### config.mk
export PLATFORM = sky130hd
export DESIGN_NAME = muldiv_unit_flat
export DESIGN_NICKNAME = d
export VERILOG_FILES = /design/src/rtl/muldiv_pkg.sv /design/src/rtl/muldiv_if.sv /design/src/rtl/muldiv_unit.sv /design/src/flat_wrapper.sv
export SDC_FILE = /design/constraint.sdc
export NUM_CORES = 1
export LEC_CHECK = 0
export ABC_CLOCK_PERIOD_IN_PS = 8800
export CORE_UTILIZATION = 53
export DETAILED_ROUTE_END_ITERATION = 8
export PLACE_DENSITY = 0.73
export SYNTH_ARGS = -nofsm -noshare
export SYNTH_HDL_FRONTEND = slang
export SYNTH_SLANG_ARGS = --single-unit
### constraint.sdc
create_clock -name clk -period 8.8 [get_ports clk]
set_input_delay 2.2 -clock clk [delete_from_list [all_inputs] [get_ports clk]]
set_output_delay 2.2 -clock clk [all_outputs]
set_load 0.02 [all_outputs]
### src/rtl/muldiv_pkg.sv
// rtl/muldiv_pkg.sv - shared op encodings, FSM states and default width for muldiv_unit
package muldiv_pkg;

  localparam int XLEN = 32;

  typedef enum logic [2:0] {
    OP_MUL    = 3'b000,
    OP_MULH   = 3'b001,
    OP_MULHSU = 3'b010,
    OP_MULHU  = 3'b011,
    OP_DIV    = 3'b100,
    OP_DIVU   = 3'b101,
    OP_REM    = 3'b110,
    OP_REMU   = 3'b111
  } op_e;

  typedef enum logic [1:0] {
    ST_IDLE = 2'd0,
    ST_RUN  = 2'd1,
    ST_DONE = 2'd2
  } state_e;

  function automatic logic is_div(input op_e op);
    return op[2];
  endfunction

  function automatic logic a_signed(input op_e op);
    return (op == OP_MULH) || (op == OP_MULHSU) || (op == OP_DIV) || (op == OP_REM);
  endfunction

  function automatic logic b_signed(input op_e op);
    return (op == OP_MULH) || (op == OP_DIV) || (op == OP_REM);
  endfunction

endpackage

### src/rtl/muldiv_if.sv
// rtl/muldiv_if.sv - request and regfile write-port bundle for muldiv_unit
interface muldiv_if #(
  parameter int XLEN = muldiv_pkg::XLEN
);

  logic            start;
  logic [2:0]      funct3;
  logic [XLEN-1:0] a;
  logic [XLEN-1:0] b;
  logic [4:0]      rd;
  logic            busy;
  logic            done;
  logic [XLEN-1:0] wd3;
  logic [4:0]      wa3;
  logic            we3;

  modport master (
    output start, funct3, a, b, rd,
    input  busy, done, wd3, wa3, we3
  );

  modport slave (
    input  start, funct3, a, b, rd,
    output busy, done, wd3, wa3, we3
  );

endinterface

### src/rtl/muldiv_unit.sv
// rtl/muldiv_unit.sv - fixed-latency radix-2 multiply/divide unit driving a regfile write port
module muldiv_unit
  import muldiv_pkg::*;
#(
  parameter int XLEN = muldiv_pkg::XLEN
) (
  input  logic    clk,
  input  logic    reset,
  muldiv_if.slave bus
);

  localparam int CW = $clog2(XLEN);

  state_e            state;
  state_e            state_nxt;
  op_e               op_q;
  op_e               op_in;
  logic              neg_q;
  logic              neg_in;
  logic              a_neg;
  logic              b_neg;
  logic [XLEN-1:0]   opb;
  logic [XLEN-1:0]   mag_a;
  logic [XLEN-1:0]   mag_b;
  logic [2*XLEN-1:0] acc;
  logic [2*XLEN-1:0] acc_step;
  logic [CW-1:0]     cnt;
  logic [4:0]        rd_q;
  logic [XLEN-1:0]   wd3_q;
  logic [4:0]        wa3_q;
  logic              accept;
  logic              last_iter;

  logic [XLEN:0]     mul_sum;
  logic [XLEN:0]     rem_sh;
  logic [XLEN:0]     diff;
  logic [2*XLEN-1:0] prod;
  logic [XLEN-1:0]   quo;
  logic [XLEN-1:0]   rem;
  logic [XLEN-1:0]   result;

  assign op_in     = op_e'(bus.funct3);
  assign accept    = (state == ST_IDLE) && bus.start;
  assign last_iter = (state == ST_RUN) && (cnt == CW'(XLEN - 1));
  assign a_neg     = bus.a[XLEN-1];
  assign b_neg     = bus.b[XLEN-1];
  assign mag_a     = (a_signed(op_in) && a_neg) ? -bus.a : bus.a;
  assign mag_b     = (b_signed(op_in) && b_neg) ? -bus.b : bus.b;

  // Divide by zero keeps the all-ones quotient unsigned so it is not negated.
  always_comb begin
    case (op_in)
      OP_MULH:   neg_in = a_neg ^ b_neg;
      OP_MULHSU: neg_in = a_neg;
      OP_DIV:    neg_in = (a_neg ^ b_neg) && (bus.b != '0);
      OP_REM:    neg_in = a_neg;
      default:   neg_in = 1'b0;
    endcase
  end

  always_ff @(posedge clk or posedge reset) begin
    if (reset) begin
      state <= ST_IDLE;
    end else begin
      state <= state_nxt;
    end
  end

  always_comb begin
    state_nxt = state;
    case (state)
      ST_IDLE: if (bus.start) state_nxt = ST_RUN;
      ST_RUN:  if (cnt == CW'(XLEN - 1)) state_nxt = ST_DONE;
      ST_DONE: state_nxt = ST_IDLE;
      default: state_nxt = ST_IDLE;
    endcase
  end

  always_comb begin
    bus.busy = (state != ST_IDLE);
    bus.done = (state == ST_DONE);
    bus.we3  = (state == ST_DONE) && (wa3_q != 5'd0);
    bus.wd3  = wd3_q;
    bus.wa3  = wa3_q;
  end

  // acc holds {partial product, multiplier} or {partial remainder, dividend/quotient}.
  always_comb begin
    mul_sum = {1'b0, acc[2*XLEN-1:XLEN]} + (acc[0] ? {1'b0, opb} : '0);
    rem_sh  = acc[2*XLEN-1:XLEN-1];
    diff    = rem_sh - {1'b0, opb};
    if (is_div(op_q)) begin
      if (diff[XLEN]) begin
        acc_step = {rem_sh[XLEN-1:0], acc[XLEN-2:0], 1'b0};
      end else begin
        acc_step = {diff[XLEN-1:0], acc[XLEN-2:0], 1'b1};
      end
    end else begin
      acc_step = {mul_sum, acc[XLEN-1:1]};
    end
  end

  always_comb begin
    prod = neg_q ? -acc_step : acc_step;
    quo  = neg_q ? -acc_step[XLEN-1:0] : acc_step[XLEN-1:0];
    rem  = neg_q ? -acc_step[2*XLEN-1:XLEN] : acc_step[2*XLEN-1:XLEN];
    case (op_q)
      OP_MUL:                      result = prod[XLEN-1:0];
      OP_MULH, OP_MULHSU, OP_MULHU: result = prod[2*XLEN-1:XLEN];
      OP_DIV, OP_DIVU:             result = quo;
      default:                     result = rem;
    endcase
  end

  always_ff @(posedge clk or posedge reset) begin
    if (reset) begin
      op_q  <= OP_MUL;
      neg_q <= 1'b0;
      opb   <= '0;
      acc   <= '0;
      cnt   <= '0;
      rd_q  <= '0;
      wd3_q <= '0;
      wa3_q <= '0;
    end else if (accept) begin
      op_q  <= op_in;
      neg_q <= neg_in;
      opb   <= mag_b;
      acc   <= {{XLEN{1'b0}}, mag_a};
      cnt   <= '0;
      rd_q  <= bus.rd;
    end else if (state == ST_RUN) begin
      acc <= acc_step;
      cnt <= cnt + 1'b1;
      if (last_iter) begin
        wd3_q <= result;
        wa3_q <= rd_q;
      end
    end
  end

endmodule

### src/flat_wrapper.sv
// flat-port wrapper written by rule: the top's interface ports become plain ports
module muldiv_unit_flat import muldiv_pkg::*;
#(
  parameter int XLEN = muldiv_pkg::XLEN
)
  (clk, reset, bus_start, bus_funct3, bus_a, bus_b, bus_rd, bus_busy, bus_done, bus_wd3, bus_wa3, bus_we3);
  muldiv_if #(.XLEN(XLEN)) bus_i ();
  input  logic clk;
  input  logic reset;
  input wire logic [$bits(bus_i.start)-1:0] bus_start;
  input wire logic [$bits(bus_i.funct3)-1:0] bus_funct3;
  input wire logic [$bits(bus_i.a)-1:0] bus_a;
  input wire logic [$bits(bus_i.b)-1:0] bus_b;
  input wire logic [$bits(bus_i.rd)-1:0] bus_rd;
  output wire logic [$bits(bus_i.busy)-1:0] bus_busy;
  output wire logic [$bits(bus_i.done)-1:0] bus_done;
  output wire logic [$bits(bus_i.wd3)-1:0] bus_wd3;
  output wire logic [$bits(bus_i.wa3)-1:0] bus_wa3;
  output wire logic [$bits(bus_i.we3)-1:0] bus_we3;
  assign bus_i.start = bus_start;
  assign bus_i.funct3 = bus_funct3;
  assign bus_i.a = bus_a;
  assign bus_i.b = bus_b;
  assign bus_i.rd = bus_rd;
  assign bus_busy = bus_i.busy;
  assign bus_done = bus_i.done;
  assign bus_wd3 = bus_i.wd3;
  assign bus_wa3 = bus_i.wa3;
  assign bus_we3 = bus_i.we3;
  muldiv_unit #(.XLEN(XLEN)) u_core (.clk(clk), .reset(reset), .bus(bus_i));
endmodule
==> run_results.csv, run 1 <==
group,metric,value,unit
clocking,cts_buffers,17,
die,rows,61,
status,status,"complete, no violations",
yosys,synth_area_per_cell,7.51,um^2
critical_path,cp.required,9.12,ns
drt,drt_wl_total,53900,um
yosys,synth.most_common_cell,"nand2_1",
yosys,yosysWarningCount,0,
yosys,yosys_most_used_dff,"dfrtp_1",
critical_path,crit_fanout,21,
cells_and_area,postLayoutCoreUtil,61.2,%
sta,min_period,5.98,ns
global_route,grt_pass1_wl,83500,um
critical_path,critPathCaptureType,"flop",
die,die_w,172,um
sta,rsz0062_at_grt,"false",
critical_path,startpoint,"u_core.opb[28]",
drt,initialDrtViolationCount,1954,
cells_and_area,drive_gt1_share,5.40,%
clocking,cts_tree,"done",
clocking,clock_path_buffers,2,
global_route,grt_remaining_overflow,0,
yosys,async_flop_share,100,%
clocking,post_cts_buffers,0,
placement,gp_congestion,0.954,
clocking,htreeDepth,4,
placement,hpwl,40500,um
yosys,ys_top_cells_by_count,"nand2_1 (278), o21ai_0 (209), dfrtp_1 (149), a21oi_1 (137), nor2_1 (134)",
yosys,synth_top_area_cell,"dfrtp_1",
drt,viasPerCell,6.58,
drt,antenna_left,0,
global_route,grt_pass1_vias,14700,
sta,finalSetupTns,0,ns
die,fp.dieH,172,um
sta,maxSlewViolCount,0,
critical_path,r2r-start,"u_core.opb[28]",
placement,port_buffers,114,
cells_and_area,syn_to_final_growth,12.1,%
global_route,grt_usage,36.8,%
die,coreArea,28200,um^2
die,initial_core_util,54.6,%
run,max_cap_viol_count,0,
yosys,ys_types,95,
yosys,netlist_instances,2047,
yosys,yosysTopAreaCellShare,24.2,%
drt,vias,16200,
die,pin_count,115,
cells_and_area,num-nets-final,2225,
sta,slew_headroom,18.8,%
sta,clock.fmax,167,MHz
cells_and_area,fill_cells,2584,
clocking,root_buffer,"clkbuf_16",
yosys,synth_edf_count,0,
sta,fin_crit_sh,68.0,%
clocking,cts_num_sinks,149,
clocking,worstSkewPairLatency,0.46,ns
clocking,postCtsHoldBufs,0,
drt,routedWlPerCell,21.8,um
sta,tightest_slew,1.20,ns
global_route,grt_max_degree,105,
critical_path,critPathKind,"flop to flop",
yosys,syn-num-nets,2194,
yosys,yosysSeqAreaShare,24.2,%
sta,clock_skew,0.0173,ns
yosys,synthTopCellsByArea,"dfrtp_1 (24%), o21ai_0 (6.8%), nand2_1 (6.8%)",
yosys,synth_area,15400,um^2
drt,drc_errors,0,
critical_path,start_kind,"flop",
cells_and_area,diodes,0,
sta,finalHoldViolCount,0,
clocking,path_clk_slew,0.08,ns
critical_path,arrival,6.30,ns
die,die-area,29700,um^2
min_path,hold_class,"flop to flop",
yosys,ys_ff_latch,149,
min_path,hold_start,"u_core.rd_q[2]",
clocking,cts_resized,0,
sta,whs,0.470,ns
global_route,antenna_found_initial,3,
drt,firstDrtPassIters,6,
sta,finalSetupViolCount,0,
worst max-delay path, cell delays in order (launching register included):
cell and delay, ns:
dfrtp_1 0.51, inv_1 0.08, ha_1 0.45, nand4_1 0.20
nor4_1 0.57, a21bo_1 0.39, a211oi_4 0.46, buf_4 0.37
mux2_2 0.38, mux2i_1 0.61, nand3_2 0.53, or4_1 0.71
o2111a_1 0.26, a211oi_1 0.22, a21oi_1 0.10
path summary, 6_finish.rpt:
kind                       depth (start not counted)  slack [ns]                 end
max                                               14        2.82  u_core.bus.wd3[24]
max in group asynchronous                          3        4.92      u_core.op_q[2]
min                                                2        0.47   u_core.bus.wa3[2]
min reg2reg                                        2        0.47   u_core.bus.wa3[2]
max reg2reg                                       14        2.82  u_core.bus.wd3[24]
min in group asynchronous                          2        2.26       u_core.opb[1]
metal layers:
metal / wire length [um] / share of wire, % / global-route usage, %
met3: 4630 / 8.6 / 5.31
met1: 23900 / 44 / 52.5
met2: 23500 / 44 / 56.1
met4: 1830 / 3.4 / 13.5
met5: 0 / 0 / 0
per-stage QoR:
stage | worst slack, ns | instance area [um^2] | std cells
2_1_floorplan | 2.59 | 15400 | 2047
3_3_place_gp | 3.06 | 16600 | 2437
3_5_place_dp | 2.94 | 16600 | 2437
4_1_cts | 2.92 | 17200 | 2469
5_1_grt | 2.51 | 17200 | 2469
6_report | 2.82 | 17200 | 2469
cells in the final DEF (no fill, tap or decap), types with 8 or more instances in the layout:
| cell type | n |
|---|---|
| nand2_1 | 277 |
| o21ai_0 | 209 |
| dfrtp_1 | 147 |
| a21oi_1 | 137 |
| nor2_1 | 134 |
| clkdlybuf4s50_1 | 114 |
| xnor2_1 | 81 |
| xor2_1 | 76 |
| inv_1 | 71 |
| ha_1 | 70 |
| nand3_1 | 68 |
| nor3_1 | 64 |
| o211ai_1 | 47 |
| and2_1 | 46 |
| mux2i_1 | 41 |
| o31ai_1 | 34 |
| buf_4 | 25 |
| nand4_1 | 24 |
| nand2b_1 | 19 |
| a31oi_1 | 19 |
| o21a_1 | 18 |
| o41ai_1 | 18 |
| nor4_1 | 17 |
| a211oi_1 | 17 |
| clkbuf_16 | 17 |
| and3_1 | 16 |
| or3_1 | 16 |
| nor2b_1 | 15 |
| a21o_1 | 14 |
| a221oi_1 | 11 |
| o22ai_1 | 11 |
| mux2_2 | 11 |
| o221ai_1 | 10 |
| a311oi_1 | 10 |
| o21ai_1 | 8 |
| a2111oi_0 | 8 |
| or2_2 | 8 |
| or4_1 | 8 |
area by class of cell:
class | count | area (um^2) | share of cell area (%)
Clock buffer | 18 | 439 | 2.55
Tap cell | 378 | 473 | 2.74
Clock inverter | 14 | 156 | 0.907
Inverter | 73 | 279 | 1.62
Timing Repair Buffer | 139 | 1330 | 7.71
Sequential cell | 149 | 3730 | 21.6
Multi-Input combinational cell | 1698 | 10800 | 62.8
cell families (layout without fill, tap and decap cells):
logic type / Yosys count / count (layout) / share of synthesized area (%)
xor gates and xnor gates: 157 / 157 / 8.94
DFF: 149 / 149 / 24.2
muxes: 52 / 52 / 3.47
buffers and inverters: 200 / 244 / 5.41
AOI/OAI and AO/OA: 665 / 665 / 28.4
adders and majority gates: 72 / 72 / 5.96
and+or+nand+nor: 752 / 752 / 23.5
state kept, by name, indices dropped and copies added, names as in the netlist:
signal,cells
u_core.acc,64
u_core.bus.wd3,32
u_core.opb,32
u_core.bus.wa3,5
u_core.cnt,5
u_core.rd_q,5
u_core.op_q,3
u_core.state,2
u_core.neg_q,1
Power of run 1 is not shown: default switching activity piles up to over one toggle a cycle in this logic, so the estimate is an artifact.
==> inputs of run 2 (changes only) <==
- ABC_CLOCK_PERIOD_IN_PS: 8800 -> 5200
- PLACE_DENSITY: 0.73 -> 0.76
- clock period: 8.8 -> 5.2 ns (I/O delays scaled with it)
==> run 2 against run 1 <==
Against the previous run: first-iteration DRC count increased by 4.7%; setup slack lost 2.6 ns; clock skew shrank 0.0044 ns; clock-buffer cell count unchanged; hold slack better by 0.0029 ns; non-clock buffer count increased by 71; core utilization grew 2.2 points; routed wire length increased by 3.1%; cell count increased by 3.0%; sequential share of layout area decreased by 0.75 points; critical path type unchanged; largest cell class unchanged; highest routed layer is now met5.
==> run_results.csv, run 2 (synthesis results as in run 1) <==
group,metric,value,unit
clocking,htreeDepth,4,
die,die_w,172,um
critical_path,path_cells,"inv_1 -> fa_1 -> nand2b_1 -> a211o_1 -> a21o_1 -> a21bo_2 -> a211oi_4 -> mux2_2 -> mux2i_1 -> buf_4 -> nand4_4 -> or2_4 -> or4_1 -> a211o_1 -> a21oi_2",
min_path,hold_start,"u_core.rd_q[3]",
drt,initialDrtViolationCount,2045,
sta,min_period,5.03,ns
min_path,hold_class,"flop to flop",
min_path,hold_path_end,"u_core.bus.wa3[3]",
cells_and_area,largest_reg_flops,64,
min_path,whs_path_depth,2,
die,coreArea,28200,um^2
critical_path,arrival,5.41,ns
clocking,cts_buffers,17,
critical_path,critPathCaptureType,"flop",
cells_and_area,regMostFlops,"u_core.acc",
sta,tightest_slew,1.11,ns
critical_path,critPathSlowestCell,"or4_1",
placement,port_buffers,114,
cells_and_area,drive_gt1_share,9.02,%
cells_and_area,postLayoutCellArea,17900,um^2
sta,finalSetupViolCount,0,
critical_path,cpMostUsedCell,"a211o_1",
clocking,cts_num_sinks,149,
clocking,cts_tree,"done",
critical_path,critPathKind,"flop to flop",
die,die-area,29700,um^2
status,status,"complete, no violations",
critical_path,rr_endpoint,"u_core.bus.wd3[31]",
critical_path,start_kind,"flop",
critical_path,slowest_delay,0.52,ns
clocking,root_buffer,"clkbuf_16",
sta,slew_headroom,25.8,%
placement,gp_congestion,0.992,
critical_path,reg2regPathDepth,15,
sta,maxSlewViolCount,0,
drt,viasPerCell,6.53,
clocking,clock_path_buffers,2,
critical_path,cp.required,5.58,ns
critical_path,r2r-start,"u_core.acc[32]",
cells_and_area,num-nets-final,2296,
sta,clock_skew,0.0129,ns
run,max_cap_viol_count,0,
die,fp.dieH,172,um
clocking,cts_resized,0,
cells_and_area,syn_to_final_growth,16.2,%
drt,antenna_left,0,
drt,vias,16600,
die,rows,61,
sta,clock.fmax,199,MHz
drt,drt_wl_total,55600,um
sta,finalSetupTns,0,ns
global_route,grt_usage,38.1,%
die,initial_core_util,54.6,%
cells_and_area,final_cell_mix,"nand2_1 (277), o21ai_0 (209), dfrtp_1 (147)",
cells_and_area,mostFrequentLayoutCell,"nand2_1",
sta,fin_crit_sh,96.7,%
clocking,postCtsHoldBufs,0,
clocking,post_cts_buffers,0,
cells_and_area,postLayoutCoreUtil,63.4,%
global_route,grt_pass1_vias,15300,
placement,hpwl,42600,um
die,pin_count,115,
sta,finalHoldViolCount,0,
cells_and_area,fill_cells,2469,
drt,routedWlPerCell,21.9,um
sta,rsz0062_at_grt,"false",
drt,drc_errors,0,
global_route,grt_pass1_wl,86900,um
critical_path,r2r_slack,0.17,ns
clocking,worstSkewPairLatency,0.45,ns
global_route,grt_max_degree,85,
global_route,grt_remaining_overflow,0,
critical_path,crit_fanout,7,
global_route,antenna_found_initial,3,
drt,firstDrtPassIters,6,
placement,dpl-instance-area,17200,um^2
clocking,path_clk_slew,0.08,ns
==> run 2: cell count changes in the layout (fill, tap and decap cells not counted), moves of 2 or more <==
cell     change
inv_8        -3
a21oi_2      +4
buf_12       +3
buf_4       +68
diode_2      +2
a21oi_1      -4
==> run 2: cell type report <==
class	count	area, um^2	share of cell area [%]
sequential	149	3730	20.9
clock inverter	14	156	0.875
timing repair buffer	210	1900	10.6
antenna	2	5.00	0.0280
clock buffer	18	429	2.40
inverter	73	278	1.55
multi-input combinational	1698	10900	61.0
tap	378	473	2.65
==> run 2: worst max-delay path, delay by kind of cell, from the launching register on <==
family	cells	cell delay, ns
compound gates	6	1.55
fa+ha+maj	1	0.44
buf+inv	2	0.41
flops	1	0.47
mux	2	0.88
simple gates	4	1.19
==> run 2: how the worst max path moves through the flow <==
stage	start	endpoint
6_report	u_core.acc[32]	u_core.bus.wd3[31]
5_1_grt	u_core.acc[56]	u_core.bus.wd3[6]
4_1_cts	u_core.acc[48]	u_core.bus.wd3[6]
3_5_place_dp	u_core.acc[48]	u_core.bus.wd3[24]
3_3_place_gp	u_core.acc[48]	u_core.bus.wd3[6]
2_1_floorplan	u_core.op_q[2]	u_core.bus.wd3[24]
==> run 2: routing by layer <==
layer  share of wire [%]  vias to the layer above  track usage (%)
met1                  43                     7827             53.4
met3                  10                      135             7.35
met2                  43                      914             57.0
met4                 4.2                        2             15.9
met5               0.020                        -                0
li1                    -                     7715                -
==> run 2: metrics by stage <==
stage	setup WS, ns	hold slack, ns	cells
floorplan	-0.0131	0.439	2047
global placement	0.144	0.449	2508
detailed placement	0.110	0.457	2508
CTS	0.0700	0.473	2540
global route	0.00588	0.493	2540
finish	0.173	0.473	2542
Power of run 2 is left out for the same reason.
